`config.mk`:
```
export PLATFORM = sky130hd
export DESIGN_NAME = dcache_mem_requester
export DESIGN_NICKNAME = d
export VERILOG_FILES = /design/src/rtl/dcache_mem_requester_pkg.sv /design/src/rtl/dcache_mem_requester_timeout.sv /design/src/rtl/dcache_mem_requester.sv
export SDC_FILE = /design/constraint.sdc
export NUM_CORES = 1
export LEC_CHECK = 0
export ABC_AREA = 1
export BUFFER_PORTS_ARGS = -buffer_cell sky130_fd_sc_hd__buf_2
export CORE_AREA = 2 2 248 250
export DETAILED_ROUTE_END_ITERATION = 6
export DIE_AREA = 0 0 250 252
export PLACE_DENSITY = 0.44
export SLEW_MARGIN = 20
export SYNTH_ARGS = -nofsm -noshare
export SYNTH_HDL_FRONTEND = slang
export SYNTH_SLANG_ARGS = --single-unit
```
`constraint.sdc`:
```
create_clock -name clk -period 2.02 [get_ports clk]
set_input_delay 0.404 -clock clk [delete_from_list [all_inputs] [get_ports clk]]
set_output_delay 0.404 -clock clk [all_outputs]
set_load 0.005 [all_outputs]
```
`src/rtl/dcache_mem_requester_pkg.sv`:
```
`default_nettype none
// ============================================================================
//  Module      : dcache_mem_requester_pkg
//  Description : Shared definitions for the data-cache memory requester.
//                Holds the default line geometry, the requester state
//                encoding and the write_or_read polarity constants.
//  Revision    : 1.0 - initial release
// ============================================================================
package dcache_mem_requester_pkg;

    // Common cache geometry defaults
    localparam int DEF_LINE_WIDTH     = 128;
    localparam int DEF_PHYS_ADDR_SIZE = 20;
    localparam int DEF_OFFSET_BITS    = 4;

    // Requester state encoding
    localparam logic [2:0] c_st_idle     = 3'd0;
    localparam logic [2:0] c_st_wb_req   = 3'd1;
    localparam logic [2:0] c_st_wb_gap   = 3'd2;
    localparam logic [2:0] c_st_fill_req = 3'd3;
    localparam logic [2:0] c_st_done     = 3'd4;

    // write_or_read polarity on the cache-to-memory interface
    localparam logic c_write = 1'b1;
    localparam logic c_read  = 1'b0;

endpackage
`default_nettype wire

```
`src/rtl/dcache_mem_requester_timeout.sv`:
```
`default_nettype none
// ============================================================================
//  Module      : req_timeout_counter
//  Description : Sticky protocol-timeout detector. Counts cycles in which a
//                request is active but not yet acknowledged; once the count
//                reaches TIMEOUT_CYCLES the timeout flag sets and stays set
//                until reset.
//  Ports       : clk, reset (async, active-low)
//                active  - request enable currently asserted
//                ready   - request acknowledged this cycle
//                clear   - restart the count (requester state change)
//                timeout - sticky timeout flag
//  Revision    : 1.0 - initial release
// ============================================================================
module req_timeout_counter #(
    parameter int TIMEOUT_CYCLES = 255
) (
    input  logic clk,
    input  logic reset,
    input  logic active,
    input  logic ready,
    input  logic clear,
    output logic timeout
);

    localparam int TW = $clog2(TIMEOUT_CYCLES + 1);
    localparam logic [TW-1:0] c_limit    = TW'(TIMEOUT_CYCLES);
    localparam logic [TW-1:0] c_limit_m1 = TW'(TIMEOUT_CYCLES - 1);

    logic [TW-1:0] r_count;
    logic          r_timeout;
    logic          w_waiting;

    assign w_waiting = active & ~ready;

    always_ff @(posedge clk or negedge reset) begin
        if (!reset) begin
            r_count   <= '0;
            r_timeout <= 1'b0;
        end else begin
            if (clear) begin
                r_count <= '0;
            end else if (w_waiting && (r_count != c_limit)) begin
                // Saturate at the limit so a very long stall never wraps
                r_count <= r_count + TW'(1);
            end
            // Flag sets on the edge that completes the TIMEOUT_CYCLES-th wait
            if (!clear && w_waiting && (r_count == c_limit_m1)) begin
                r_timeout <= 1'b1;
            end
        end
    end

    assign timeout = r_timeout;

endmodule
`default_nettype wire

```
`src/rtl/dcache_mem_requester.sv`:
```
`default_nettype none
// ============================================================================
//  Module      : dcache_mem_requester
//  Description : Cache-side initiator of the cache-to-memory line interface.
//                Each accepted miss performs an optional dirty-victim
//                writeback followed by a line fill, returns the filled line
//                to the cache core and keeps sticky/statistics status.
//  Ports       : clk, reset (async, active-low)
//                miss_*/victim_*  - miss request from the cache core
//                fill_*           - filled line back to the cache core
//                mem_*            - to/from the arbiter d_cache_* port
//                mem_timeout, miss_count, wb_count - status and statistics
//  Revision    : 1.0 - initial release
// ============================================================================
module dcache_mem_requester
    import dcache_mem_requester_pkg::*;
#(
    parameter int LINE_WIDTH     = DEF_LINE_WIDTH,
    parameter int ADDR_SIZE      = DEF_PHYS_ADDR_SIZE,
    parameter int OFFSET_BITS    = DEF_OFFSET_BITS,
    parameter int TIMEOUT_CYCLES = 255,
    parameter int CNT_WIDTH      = 16
) (
    input  logic                  clk,
    input  logic                  reset,
    input  logic                  miss_valid,
    input  logic [ADDR_SIZE-1:0]  miss_address,
    input  logic                  victim_dirty,
    input  logic [ADDR_SIZE-1:0]  victim_address,
    input  logic [LINE_WIDTH-1:0] victim_data,
    output logic                  miss_busy,
    output logic                  fill_valid,
    output logic [ADDR_SIZE-1:0]  fill_address,
    output logic [LINE_WIDTH-1:0] fill_data,
    output logic [ADDR_SIZE-1:0]  mem_address,
    output logic [LINE_WIDTH-1:0] mem_in_data,
    output logic                  mem_write_or_read,
    output logic                  mem_enable,
    input  logic [LINE_WIDTH-1:0] mem_out_data,
    input  logic                  mem_ready,
    output logic                  mem_timeout,
    output logic [CNT_WIDTH-1:0]  miss_count,
    output logic [CNT_WIDTH-1:0]  wb_count
);

    localparam logic [ADDR_SIZE-1:0] c_align_mask =
        {{(ADDR_SIZE - OFFSET_BITS){1'b1}}, {OFFSET_BITS{1'b0}}};

    logic [2:0]            r_state;
    logic [2:0]            w_state_next;
    logic [ADDR_SIZE-1:0]  r_miss_addr;
    logic                  r_victim_dirty;
    logic [ADDR_SIZE-1:0]  r_victim_addr;
    logic [LINE_WIDTH-1:0] r_victim_data;
    logic [ADDR_SIZE-1:0]  r_fill_addr;
    logic [LINE_WIDTH-1:0] r_fill_data;
    logic [CNT_WIDTH-1:0]  r_miss_count;
    logic [CNT_WIDTH-1:0]  r_wb_count;

    logic                  w_in_wb;
    logic                  w_in_fill;
    logic                  w_accept;
    logic [ADDR_SIZE-1:0]  w_miss_line;
    logic [ADDR_SIZE-1:0]  w_victim_line;

    assign w_in_wb       = (r_state == c_st_wb_req);
    assign w_in_fill     = (r_state == c_st_fill_req);
    assign w_accept      = (r_state == c_st_idle) && miss_valid;
    assign w_miss_line   = r_miss_addr & c_align_mask;
    assign w_victim_line = r_victim_addr & c_align_mask;

    // ---------------- state register ----------------
    always_ff @(posedge clk or negedge reset) begin
        if (!reset) begin
            r_state <= c_st_idle;
        end else begin
            r_state <= w_state_next;
        end
    end

    // ---------------- next-state logic ----------------
    // mem_ready only matters in the two request states, so spurious
    // ready pulses in IDLE/WB_GAP/DONE fall through untouched.
    always_comb begin
        w_state_next = r_state;
        case (r_state)
            c_st_idle: begin
                if (miss_valid) begin
                    w_state_next = victim_dirty ? c_st_wb_req : c_st_fill_req;
                end
            end
            c_st_wb_req: begin
                if (mem_ready) begin
                    w_state_next = c_st_wb_gap;
                end
            end
            c_st_wb_gap: begin
                w_state_next = c_st_fill_req;
            end
            c_st_fill_req: begin
                if (mem_ready) begin
                    w_state_next = c_st_done;
                end
            end
            c_st_done: begin
                w_state_next = c_st_idle;
            end
            default: begin
                w_state_next = c_st_idle;
            end
        endcase
    end

    // ---------------- request latch, fill capture, statistics ----------------
    always_ff @(posedge clk or negedge reset) begin
        if (!reset) begin
            r_miss_addr    <= '0;
            r_victim_dirty <= 1'b0;
            r_victim_addr  <= '0;
            r_victim_data  <= '0;
            r_fill_addr    <= '0;
            r_fill_data    <= '0;
            r_miss_count   <= '0;
            r_wb_count     <= '0;
        end else begin
            if (w_accept) begin
                r_miss_addr    <= miss_address;
                r_victim_dirty <= victim_dirty;
                r_victim_addr  <= victim_address;
                r_victim_data  <= victim_data;
                r_miss_count   <= r_miss_count + CNT_WIDTH'(1);
            end
            if (w_in_wb && mem_ready && r_victim_dirty) begin
                r_wb_count <= r_wb_count + CNT_WIDTH'(1);
            end
            if (w_in_fill && mem_ready) begin
                r_fill_data <= mem_out_data;
                r_fill_addr <= w_miss_line;
            end
        end
    end

    // ---------------- timeout monitor ----------------
    req_timeout_counter #(
        .TIMEOUT_CYCLES (TIMEOUT_CYCLES)
    ) u_timeout (
        .clk     (clk),
        .reset   (reset),
        .active  (mem_enable),
        .ready   (mem_ready),
        .clear   (w_state_next != r_state),
        .timeout (mem_timeout)
    );

    // ---------------- outputs, decoded from the registered state ----------------
    assign miss_busy         = (r_state != c_st_idle);
    assign fill_valid        = (r_state == c_st_done);
    assign fill_address      = r_fill_addr;
    assign fill_data         = r_fill_data;
    assign mem_enable        = w_in_wb | w_in_fill;
    assign mem_write_or_read = w_in_wb ? c_write : c_read;
    assign mem_address       = w_in_wb ? w_victim_line : (w_in_fill ? w_miss_line : '0);
    assign mem_in_data       = w_in_wb ? r_victim_data : '0;
    assign miss_count        = r_miss_count;
    assign wb_count          = r_wb_count;

endmodule
`default_nettype wire

```
==> metrics.md <==
| Metric | Value |
|---|---|
| Hold Crit Class | `in -> reg` |
| Die X | `250 um` |
| CTS tree | `done` |
| # IOs | `634` |
| Row cnt | `90` |
| Slew @ Worst Pin | `512 ps` |
| Tcrit/Tclk final | `114%` |
| Crit path DAT | `1900 ps` |
| Worst path max stage delay | `400 ps` |
| Final ANT Viol Nets | `0` |
| Worst setup EP type | `output port` |
| DR vias | `13500` |
| Main synth FF type | `dfrtp_1` |
| Reg-to-reg critical path startpoint | `r_state[2]` |
| Max_cap viols | `0` |
| Hold_sp | `mem_out_data[105]` |
| Inst Count DP | `3155` |
| Critical Path Start | `r_state[2]` |
| Register bit total from synthesis | `349` |
| Multi-input logic area | `5100 um^2` |
| Worst-path clk slew | `60 ps` |
| Initial antenna violation count | `11` |
| Cts bufs inserted | `44` |
| Post-synth EDFFs | `0` |
| Final Setup Violations | `145` |
| H-tree levels | `2` |
| Async SR Flop Fraction | `100%` |
| CP Max Fanout | `14` |
| Failing checks | `negative setup slack` |
| Sequential cell area | `8730 um^2` |
| Busiest grt layer | `met2` |
| I/O Buffers | `617` |
| Synth Area per Inst | `8.28 um^2` |
| P per Cell Area | `1490 nW/um^2` |
| Met2 Use GR | `27.8%` |
| Fillers | `6425` |
| Slew HR | `65.9%` |
| Residual DRC | `0` |
| Clock sinks | `349` |
| Unrepaired setup endpoints after global routing | `true` |
| Die Ht | `252 um` |
| Mean routed wirelength per cell | `16.2 um` |
| Final Worst Setup Slack | `-281 ps` |
| Met3 usage | `3.34%` |
| Clock Tree Buf Depth | `3` |
| Post-Layout Cell Count | `3248` |
| Final GP Congestion | `0.883` |
| Cells after synthesis | `1801` |
| Register area share after synthesis | `58.5%` |
| Slowest CP cell | `dfrtp_1` |
| Final wirelength | `52.7 mm` |
| Mapped Area | `14900 um^2` |
| WHS | `55.2 ps` |
| Met1 usage | `20.6%` |
| Largest net degree at the start of global routing | `86` |
| Fin Clk Skew | `9.70 ps` |
| Min Clock Period, post-route | `2300 ps` |
| Wire length of the first global-routing pass | `79.9 mm` |
| Crit path kind | `reg -> out` |
| Unique masters post-synth | `32` |
| Warnings, synthesis | `0` |
| First drt pass iteration count | `5` |
| Clk_lat worst skew | `550 ps` |
| Vias/cell | `4.16` |
| Share of cells above drive strength 1 | `32.7%` |
| Fmax | `0.435 GHz` |
| Layout area overhead | `40.0%` |
| Max-slew violation count | `0` |
| WP data required | `1620 ps` |
| DRT iter0 DRCs | `772` |
| DIE AREA | `63000 um^2` |
| Most used cell, CP | `buf_12` |
| Setup crit start kind | `register` |
| Final hold vios | `0` |
| Initial Util | `24.8%` |
| Leak | `11.4 nW` |
| Setup TNS | `-34260 ps` |
| Dpl hpwl | `38.9 mm` |
| Vias in the first global route | `13400` |
| Status | `finished, violations left` |
| Root Driver | `clkbuf_16` |
| All-Layer GR Usage | `16.2%` |
| VDD IR max | `0.660 mV` |
| CP Cell Sequence | `inv_2 -> nand2_4 -> nor2_8 -> inv_8 -> buf_12 -> buf_12 -> nor2_2 -> buf_2` |
| Final-stage net count | `2736` |
| Grt total ovfl | `0` |
| Core area | `60100 um^2` |
-- synthesized netlist by cell type, drive strengths merged (2+ instances only) --
cell / number / area share, %
clkbuf: 12 / 0.30
ha: 4 / 0.34
nor2: 172 / 4.6
o21ai: 186 / 6.2
xor2: 10 / 0.59
buf: 82 / 3.4
nand4: 14 / 0.59
nor3: 15 / 0.50
dfrtp: 349 / 59
nand2: 717 / 18
a21oi: 2 / 0.067
nand3: 27 / 1.1
inv: 196 / 4.9
xnor2: 8 / 0.47
-- worst max-delay path, delay by kind of cell, from the launching register on --
kind,cells,cell delay [ps]
buf+inv,5,610
flops,1,400
simple gates,3,330
-- state kept, by name, indices dropped and copies added, names as in the netlist --
register           count
fill_data            128
r_victim_data        128
fill_address          16
miss_count            16
r_miss_addr           16
r_victim_addr         16
wb_count              16
u_timeout.r_count      8
r_state                3
r_victim_dirty         1
u_timeout.timeout      1
-- routing by layer --
metal  share of wire [%]  wire, um
met5               0.087        46
met4                 2.0      1040
met3                 5.7      3010
met2                  50     26300
met1                  42     22300
-- report_power, final --
| part | leakage (nW) | internal, mW | switching [mW] |
|---|---|---|---|
| Clock | 0.700 | 4.78 | 3.01 |
| Combinational | 6.32 | 4.83 | 7.18 |
| Sequential | 4.37 | 10.0 | 1.38 |
| Total | 11.4 | 19.6 | 11.6 |
-- what timing repair did --
| item | CTS | global route |
|---|---|---|
| hold buffers | 1 | 0 |
| setup endpoints to repair | 144 | 146 |
| cloned | 3 | 0 |
| resized for setup | 52 | 24 |
| buffers inserted | 8 | 0 |
| pin swaps | 0 | 1 |
| hold endpoints to repair | 129 | 0 |
-- final cells by class --
type / count / area share (%)
sequential: 349 / 41.8
multi-input combinational: 1169 / 24.4
timing repair buffer: 671 / 18.6
clock buffer: 67 / 6.22
tap: 782 / 4.68
inverter: 196 / 3.61
clock inverter: 9 / 0.575
antenna: 5 / 0.0599
-- worst paths after layout --
path / endpoint / cells after the start / slack (ps)
setup / recovery: mem_in_data[90] / 8 / -280
hold / removal: fill_data[105] / 3 / 60
setup reg to reg: fill_data[125] / 9 / 240
hold reg to reg: fill_data[90] / 2 / 460
max in group asynchronous: fill_data[31] / 4 / 900
min in group asynchronous: r_victim_data[56] / 2 / 300
-- placed cells by master (no fill, tap or decap), types with 8 or more instances in the layout --
cell type / Yosys / layout
nor3_1: 15 / 15
inv_1: 191 / 190
conb_1: 1 / 8
o21ai_0: 137 / 135
clkbuf_8: 0 / 9
nor2_1: 165 / 112
buf_2: 44 / 614
o21ai_1: 49 / 51
clkbuf_16: 0 / 45
dfrtp_1: 349 / 348
buf_4: 35 / 23
nand4_1: 14 / 14
xnor2_1: 8 / 8
nor2_4: 1 / 8
nand3_1: 25 / 25
nand2_1: 715 / 715
buf_12: 0 / 22
xor2_1: 10 / 10
nor2_2: 5 / 51
clkbuf_1: 12 / 13
-- stage by stage --
stage | instance area, um^2 | setup WS [ps] | util, % | power (mW)
detailed placement | 19100 | 143 | 31.7 | 22.8
global placement | 19100 | 179 | 31.7 | 22.6
CTS | 20800 | -322 | 34.6 | 31.7
floorplan | 14900 | 338 | - | 17.1
finish | 20900 | -281 | 34.7 | 31.2
global route | 20900 | -416 | 34.7 | 33.7
-- kinds of logic after synthesis --
family	Yosys count	synth area share [%]
AND/OR/NAND/NOR	948	25.0
flip-flops	349	58.5
buffers and inverters	290	8.60
AO/OA/AOI/OAI	191	6.47
XOR/XNOR	18	1.06
adder cells (fa/ha/maj)	4	0.335
other	1	0.0251
No activity file was read; power rests on OpenSTA's default activity.
